**src/rtl/mp_add_sequencer.sv**
```systemverilog
// Multi-word adder sequencer: streams operand chunks (LS first) through an external
// combinational WIDTH-bit adder, chaining the carry between chunks via a register.
module mp_add_sequencer #(
    parameter int WIDTH = 8,
    parameter int WORDS = 4,
    localparam int IW = $clog2(WORDS)
) (
    input  logic             clk,
    input  logic             rst,
    input  logic             in_valid,
    output logic             in_ready,
    input  logic [WIDTH-1:0] in_a,
    input  logic [WIDTH-1:0] in_b,
    input  logic             in_cin,
    input  logic             in_first,
    input  logic             in_last,
    output logic [WIDTH-1:0] add_a,
    output logic [WIDTH-1:0] add_b,
    output logic             add_cin,
    input  logic [WIDTH-1:0] add_sum,
    input  logic             add_cout,
    output logic             out_valid,
    input  logic             out_ready,
    output logic [WIDTH-1:0] out_sum,
    output logic             out_cout,
    output logic             out_last,
    output logic [IW-1:0]    out_idx,
    output logic             out_err
);

    typedef enum logic {IDLE, BUSY} state_e;

    localparam logic [IW-1:0] LastCount = IW'(WORDS - 1);

    state_e          state_q, state_d;
    logic [IW-1:0]   count_q, count_d;

    logic             s1Valid_q;
    logic [WIDTH-1:0] s1A_q, s1B_q;
    logic             s1Cin_q, s1First_q, s1Last_q, s1Err_q;
    logic [IW-1:0]    s1Idx_q;

    logic             s2Valid_q;
    logic [WIDTH-1:0] s2Sum_q;
    logic             s2Cout_q, s2Last_q, s2Err_q;
    logic [IW-1:0]    s2Idx_q;

    logic             carry_q;

    logic          adv1, adv2, accept;
    logic [IW-1:0] chunkIdx;
    logic          chunkFirst, chunkLast, chunkErr;

    assign adv2     = !s2Valid_q || out_ready;
    assign adv1     = !s1Valid_q || adv2;
    assign in_ready = adv1;
    assign accept   = in_valid && adv1;

    // Chunk tagging: decides index, first/last and error for each accepted chunk.
    always_comb begin
        state_d    = state_q;
        count_d    = count_q;
        chunkIdx   = '0;
        chunkFirst = 1'b1;
        chunkLast  = in_last;
        chunkErr   = 1'b0;
        if (accept) begin
            unique case (state_q)
                IDLE: begin
                    chunkErr = !in_first;
                    state_d  = in_last ? IDLE : BUSY;
                    count_d  = in_last ? '0 : IW'(1);
                end
                BUSY: begin
                    if (in_first) begin
                        chunkErr = 1'b1;
                        state_d  = in_last ? IDLE : BUSY;
                        count_d  = in_last ? '0 : IW'(1);
                    end else if (in_last || count_q == LastCount) begin
                        chunkIdx   = count_q;
                        chunkFirst = 1'b0;
                        chunkLast  = 1'b1;
                        chunkErr   = !in_last;
                        state_d    = IDLE;
                        count_d    = '0;
                    end else begin
                        chunkIdx   = count_q;
                        chunkFirst = 1'b0;
                        chunkLast  = 1'b0;
                        count_d    = count_q + IW'(1);
                    end
                end
            endcase
        end
    end

    always_ff @(posedge clk or posedge rst) begin
        if (rst) begin
            state_q <= IDLE;
            count_q <= '0;
        end else begin
            state_q <= state_d;
            count_q <= count_d;
        end
    end

    // The adder only ever sees the S1 operands; an empty S1 presents zeros.
    assign add_a   = s1Valid_q ? s1A_q : '0;
    assign add_b   = s1Valid_q ? s1B_q : '0;
    assign add_cin = s1Valid_q && (s1First_q ? s1Cin_q : carry_q);

    always_ff @(posedge clk or posedge rst) begin
        if (rst) begin
            s1Valid_q <= 1'b0;
            s1A_q     <= '0;
            s1B_q     <= '0;
            s1Cin_q   <= 1'b0;
            s1First_q <= 1'b0;
            s1Last_q  <= 1'b0;
            s1Idx_q   <= '0;
            s1Err_q   <= 1'b0;
            s2Valid_q <= 1'b0;
            s2Sum_q   <= '0;
            s2Cout_q  <= 1'b0;
            s2Last_q  <= 1'b0;
            s2Idx_q   <= '0;
            s2Err_q   <= 1'b0;
            carry_q   <= 1'b0;
        end else begin
            if (adv2) begin
                s2Valid_q <= s1Valid_q;
                if (s1Valid_q) begin
                    s2Sum_q  <= add_sum;
                    s2Cout_q <= s1Last_q && add_cout;
                    s2Last_q <= s1Last_q;
                    s2Idx_q  <= s1Idx_q;
                    s2Err_q  <= s1Err_q;
                    carry_q  <= add_cout;
                end
            end
            if (adv1) begin
                s1Valid_q <= accept;
                if (accept) begin
                    s1A_q     <= in_a;
                    s1B_q     <= in_b;
                    s1Cin_q   <= in_cin;
                    s1First_q <= chunkFirst;
                    s1Last_q  <= chunkLast;
                    s1Idx_q   <= chunkIdx;
                    s1Err_q   <= chunkErr;
                end
            end
        end
    end

    assign out_valid = s2Valid_q;
    assign out_sum   = s2Sum_q;
    assign out_cout  = s2Cout_q;
    assign out_last  = s2Last_q;
    assign out_idx   = s2Idx_q;
    assign out_err   = s2Err_q;

endmodule

```
**config.mk**
```make
export PLATFORM = sky130hd
export DESIGN_NAME = mp_add_sequencer
export DESIGN_NICKNAME = d
export VERILOG_FILES = /design/src/rtl/mp_add_sequencer.sv
export SDC_FILE = /design/constraint.sdc
export NUM_CORES = 1
export LEC_CHECK = 0
export CORE_ASPECT_RATIO = 1.75
export CORE_MARGIN = 4
export CORE_UTILIZATION = 47
export DETAILED_ROUTE_END_ITERATION = 10
export PLACE_DENSITY = 0.84
export SYNTH_ARGS = -nofsm -noshare
export SYNTH_HDL_FRONTEND = slang
export SYNTH_SLANG_ARGS = --single-unit
export TNS_END_PERCENT = 5
```
**constraint.sdc**
```tcl
create_clock -name clk -period 2.7 [get_ports clk]
set_clock_uncertainty 0.1 [all_clocks]
set_input_delay 0.54 -clock clk [delete_from_list [all_inputs] [get_ports clk]]
set_output_delay 0.54 -clock clk [all_outputs]
set_load 0.01 [all_outputs]
```
Yosys cells after proc, flatten, opt, wreduce, memory -nomap -nowiden
Index checks and enable logic that the tools add are counted.
W data, S select, Z words.
{ "classes": {"n_addsub": 1, "n_mul": 0, "n_div": 0, "order_cmp": 0, "eq_ne": 1, "n_shift": 0, "mux": 21, "bitwise_logic": 1, "n_reduce_logical": 12} }
{ "ops": {"columns": ["op", "n"], "rows": [
  ["$mux W8", 2],
  ["$mux W1", 12],
  ["$mux W2", 4],
  ["$logic_not A1 Y1", 4],
  ["$pmux W1 S2", 2],
  ["$pmux W2 S2", 1],
  ["$reduce_and A2 Y1", 2],
  ["$logic_and A1 B1 Y1", 3],
  ["$logic_or A1 B1 Y1", 3],
  ["$add A2 B1 Y2 const B", 1],
  ["$eq A2 B2 Y1 const B", 1],
  ["$not A1 Y1", 1]
]} }
{ "word_totals": {"ff_bits": 41, "latch_bits": 0, "mem_bits_rw": 0, "rom_bits": 0, "input_bits": 32, "out_inout_bits": 32, "elab_cells": 53, "n_memories": 0} }

Depth between registers and ports, before layout
{ "logic_depth": {"word_depth": 5, "ltp_mapped": 4, "ltp_nobuf": 4} }

Least setup slack after synthesis
Ideal clock, no wire load.
{ "synth_path": {"path_kind": "register to output", "from": "reg s1Valid_q", "to": "out add_a[0]", "arrival_ps": 1007, "t_required_ps": 2060, "slack_ps": 1053, "stages_incl_launch_ff": 4, "path_buffers": 2, "path_cell_list": "dfrtp_1 clkbuf_1 clkbuf_1 and2_1"} }
{ "synth_between": {"elab_chain_len": 1} }
{ "synth_rtl": {"columns": ["element", "line", "text"], "rows": [
  ["start: declaration", "38", "logic s1Valid_q;"],
  ["start signal: assignment", "142", "s1Valid_q <= accept;"],
  ["$mux W8", "108", "assign add_a = s1Valid_q ? s1A_q : '0;"],
  ["end: declaration", "17", "output logic [WIDTH-1:0] add_a,"]
]} }
Every way passes these cells.

Worst setup path in the final report
{ "layout_path": {"from": "reg s1Valid_q", "to": "out add_b[5]"} }
{ "layout_between": {"elab_chain_len": 1} }
{ "layout_rtl": {"columns": ["element", "line", "text"], "rows": [
  ["$mux W8", "109", "assign add_b = s1Valid_q ? s1B_q : '0;"],
  ["end: declaration", "18", "output logic [WIDTH-1:0] add_b,"]
]} }
Every way passes these cells.

==> results.ini <==
[worst_setup_path]
crit_path_start_kind = flip-flop
arrival_ps = 1830
worstSetupEndpointType = output pin
r2r_cells = 3
worstSetupPathType = reg -> out
r2r_setup_slack_ps = 800
crit_fanout = 21
reg2reg_from = s1Valid_q$_DFFE_PP0N_
crit_required_ps = 2060
r2r_end = count_q[0]$_DFFE_PP0P_

[timing]
period_minus_slack_ps = 2470
relSlewSlack_pct = 56.7
setup_tns_ps = 0
clock.fmax_mhz = 405
fin_ws_ps = 230
finalHoldViolations = 0
setup_viol = 0
drv_slew = 0
finalCritPeriodShare_pct = 91.5
rsz0062_at_grt = false
worstMarginPinSlew_ps = 649

[global_routing]
grt_pass1_wl_mm = 6.00
first_global_vias = 1288
overflow = 0
grt_max_degree = 25
track_usage_pct = 17.3
antenna_found_initial = 0

[clocking]
cts_resized = 0
post_cts.repair.setup_buffers = 0
cts_made_buffers = 5
clock-root-buffer = clkbuf_8
cts.path.max_buffers = 2
cts_tree = yes
clk_latency_ps = 290
clkSlewWorstSetupHoldPaths_ps = 70
holdBufCountCts = 0
cts.sinks = 41
ctsHtreeMaxLevel = 2

[synthesis]
synth_edf_count = 0
ys_top_cells_by_area = dfrtp_1, mux2_1, mux2_2
netlist_top_cells_count = dfrtp_1, mux2_1, mux2_2
syn_inst = 124
ys_async_sr_fraction_pct = 100
synth_top_area_share_pct = 58.2
syn-cell-area_mm2 = 0.00176
ys_seq_area_share_pct = 58.2
yosysTopAreaCell = dfrtp_1
ys_types = 22
ys.flop_type = dfrtp_1
avgSynthCellArea_um2 = 14.2
yosysWarnings = 0
synth_nets = 157
synth-seq-cells = 41
synth_most_common_cell = dfrtp_1

[floorplanning]
row_count = 29
die_area_mm2 = 0.00484
die_w_um = 54.3
io_pins = 64
start_util_pct = 48.6
die_y_um = 89.1
core_area_mm2 = 0.00363

[cells_and_area]
final_nets = 224
antenna_cells = 0
syn2layout_area_growth_pct = 43.6
drive_gt1_share_pct = 17.8

[power_and_ir_drop]
pwr-share-seq_pct = 46.8
clockPowerShare_pct = 28.4
sw_frac_of_total_pct = 24.5
leakage_nw = 1.07
intPower_mw = 1.24
switching_power_mw = 0.400
max-vdd-ir-drop_v = 0.000494
pwr-share-comb_pct = 24.8
power.density_mw_per_mm2 = 645

[worst_hold_path]
hold_path_startpoint = s1B_q[6]$_DFFE_PP0P_
whs_path_depth = 1
hp-class = reg -> reg
whs_endpoint = s1B_q[6]$_DFFE_PP0P_

[placed_design]
dpl.hpwl_mm = 2.83
globalplace.congestion = 0.734
dp_slack_ps = 305
port_buffers = 63

[detailed_routing]
final_antenna_net_count = 0
wl_mm = 3.66
drt_iter0_drc = 9
vias = 1172
drc = 0
detail_route.wl_per_cell_um = 15.4
first_pass_iters = 4
vias_per_cell = 4.95

[run]
drv_cap = 0

[status]
status = complete, no violations

==> flip-flops by register name (all words and copies together), names as in the netlist, 2 cells and up <==
signal and count:
out_sum 8, s1A_q 8, s1B_q 8, count_q 2
out_idx 2, s1Idx_q 2
==> metal layers <==
layer  track usage, %  vias up  part of all wire [%]
met1             18.3      563                    36
li1                 -      558                     -
met2             31.6       45                    57
met3             4.34        6                   5.2
met5                0        -                     0
met4             6.12        0                   1.6
==> stage by stage <==
step	utilization, %	power (mW)	cell area [µm²]	std cells	hold WS (ps)
after floorplan	-	0.961	1760	124	356
after global placement	67.0	1.17	2430	230	366
after detailed placement	67.0	1.19	2430	230	373
after CTS	69.8	1.66	2530	237	389
after global routing	69.8	1.72	2530	237	409
final	69.8	1.64	2530	237	385
==> worst max-delay path, stage by stage, from the launching register on <==
cell	delay, ps
dfrtp_1	760
and2_1	230
clkdlybuf4s50_1	540
==> worst max-delay path by stage <==
stage	startpoint	end	slack, ps	cells after the start
4_1_cts	s1Valid_q$_DFFE_PP0N_	add_cin	160	2
3_5_place_dp	out_ready	in_ready	300	3
5_1_grt	s1Valid_q$_DFFE_PP0N_	add_a[0]	80	2
2_1_floorplan	s1Valid_q$_DFFE_PP0N_	add_a[0]	1050	3
3_3_place_gp	out_ready	in_ready	320	3
6_report	s1Valid_q$_DFFE_PP0N_	add_b[5]	230	2
==> power groups by stage <==
stage / registers [mW] / clock network, mW / logic, mW
6_report: 0.765 / 0.465 / 0.406
5_1_grt: 0.777 / 0.502 / 0.443
4_1_cts: 0.766 / 0.476 / 0.416
3_5_place_dp: 0.779 / 0 / 0.413
3_3_place_gp: 0.769 / 0 / 0.401
2_1_floorplan: 0.776 / 0 / 0.184
==> kinds of logic (layout without fill, tap and decap cells) <==
family                   count (synthesis)  after routing  share of synthesized area, %
flip-flops                              41             41                          58.2
buffers and inverters                    6             73                          2.34
multiplexers                            36             36                          22.9
AO/OA/AOI/OAI                            8              8                          3.19
adder cells (fa/ha/maj)                  1              1                         0.709
AND/OR/NAND/NOR                         32             32                          12.7
==> cell type report <==
cell class              count  area (µm²)
clock inverters             2        35.0
repair buffers             65         646
clock buffers               5        68.8
multi-input cells          77         697
fillers                   284        1090
inverters                   1        3.75
flip-flops and latches     41        1030
well taps                  46        57.6
==> layout by cell type (no fill, tap or decap) <==
cell type        netlist  layout
a21bo_2                3       3
a21oi_1                4       4
a31oi_1                1       1
and2_1                16      16
buf_4                  1       2
bufinv_16              0       1
clkbuf_8               0       5
clkdlybuf4s50_1        0      63
clkinv_2               0       1
dfrtp_1               41      41
ha_1                   1       1
inv_1                  1       1
mux2_1                18      18
mux2_2                17      17
mux2i_1                1       1
nand2_2                1       1
nand2_4                1       1
nand2b_1               4       4
nand2b_2               1       1
nand3b_4               1       1
nand4_1                3       3
nor2b_1                3       3
nor4b_1                1       1
or2_2                  1       1
No activity file was read; power rests on OpenSTA's default activity.
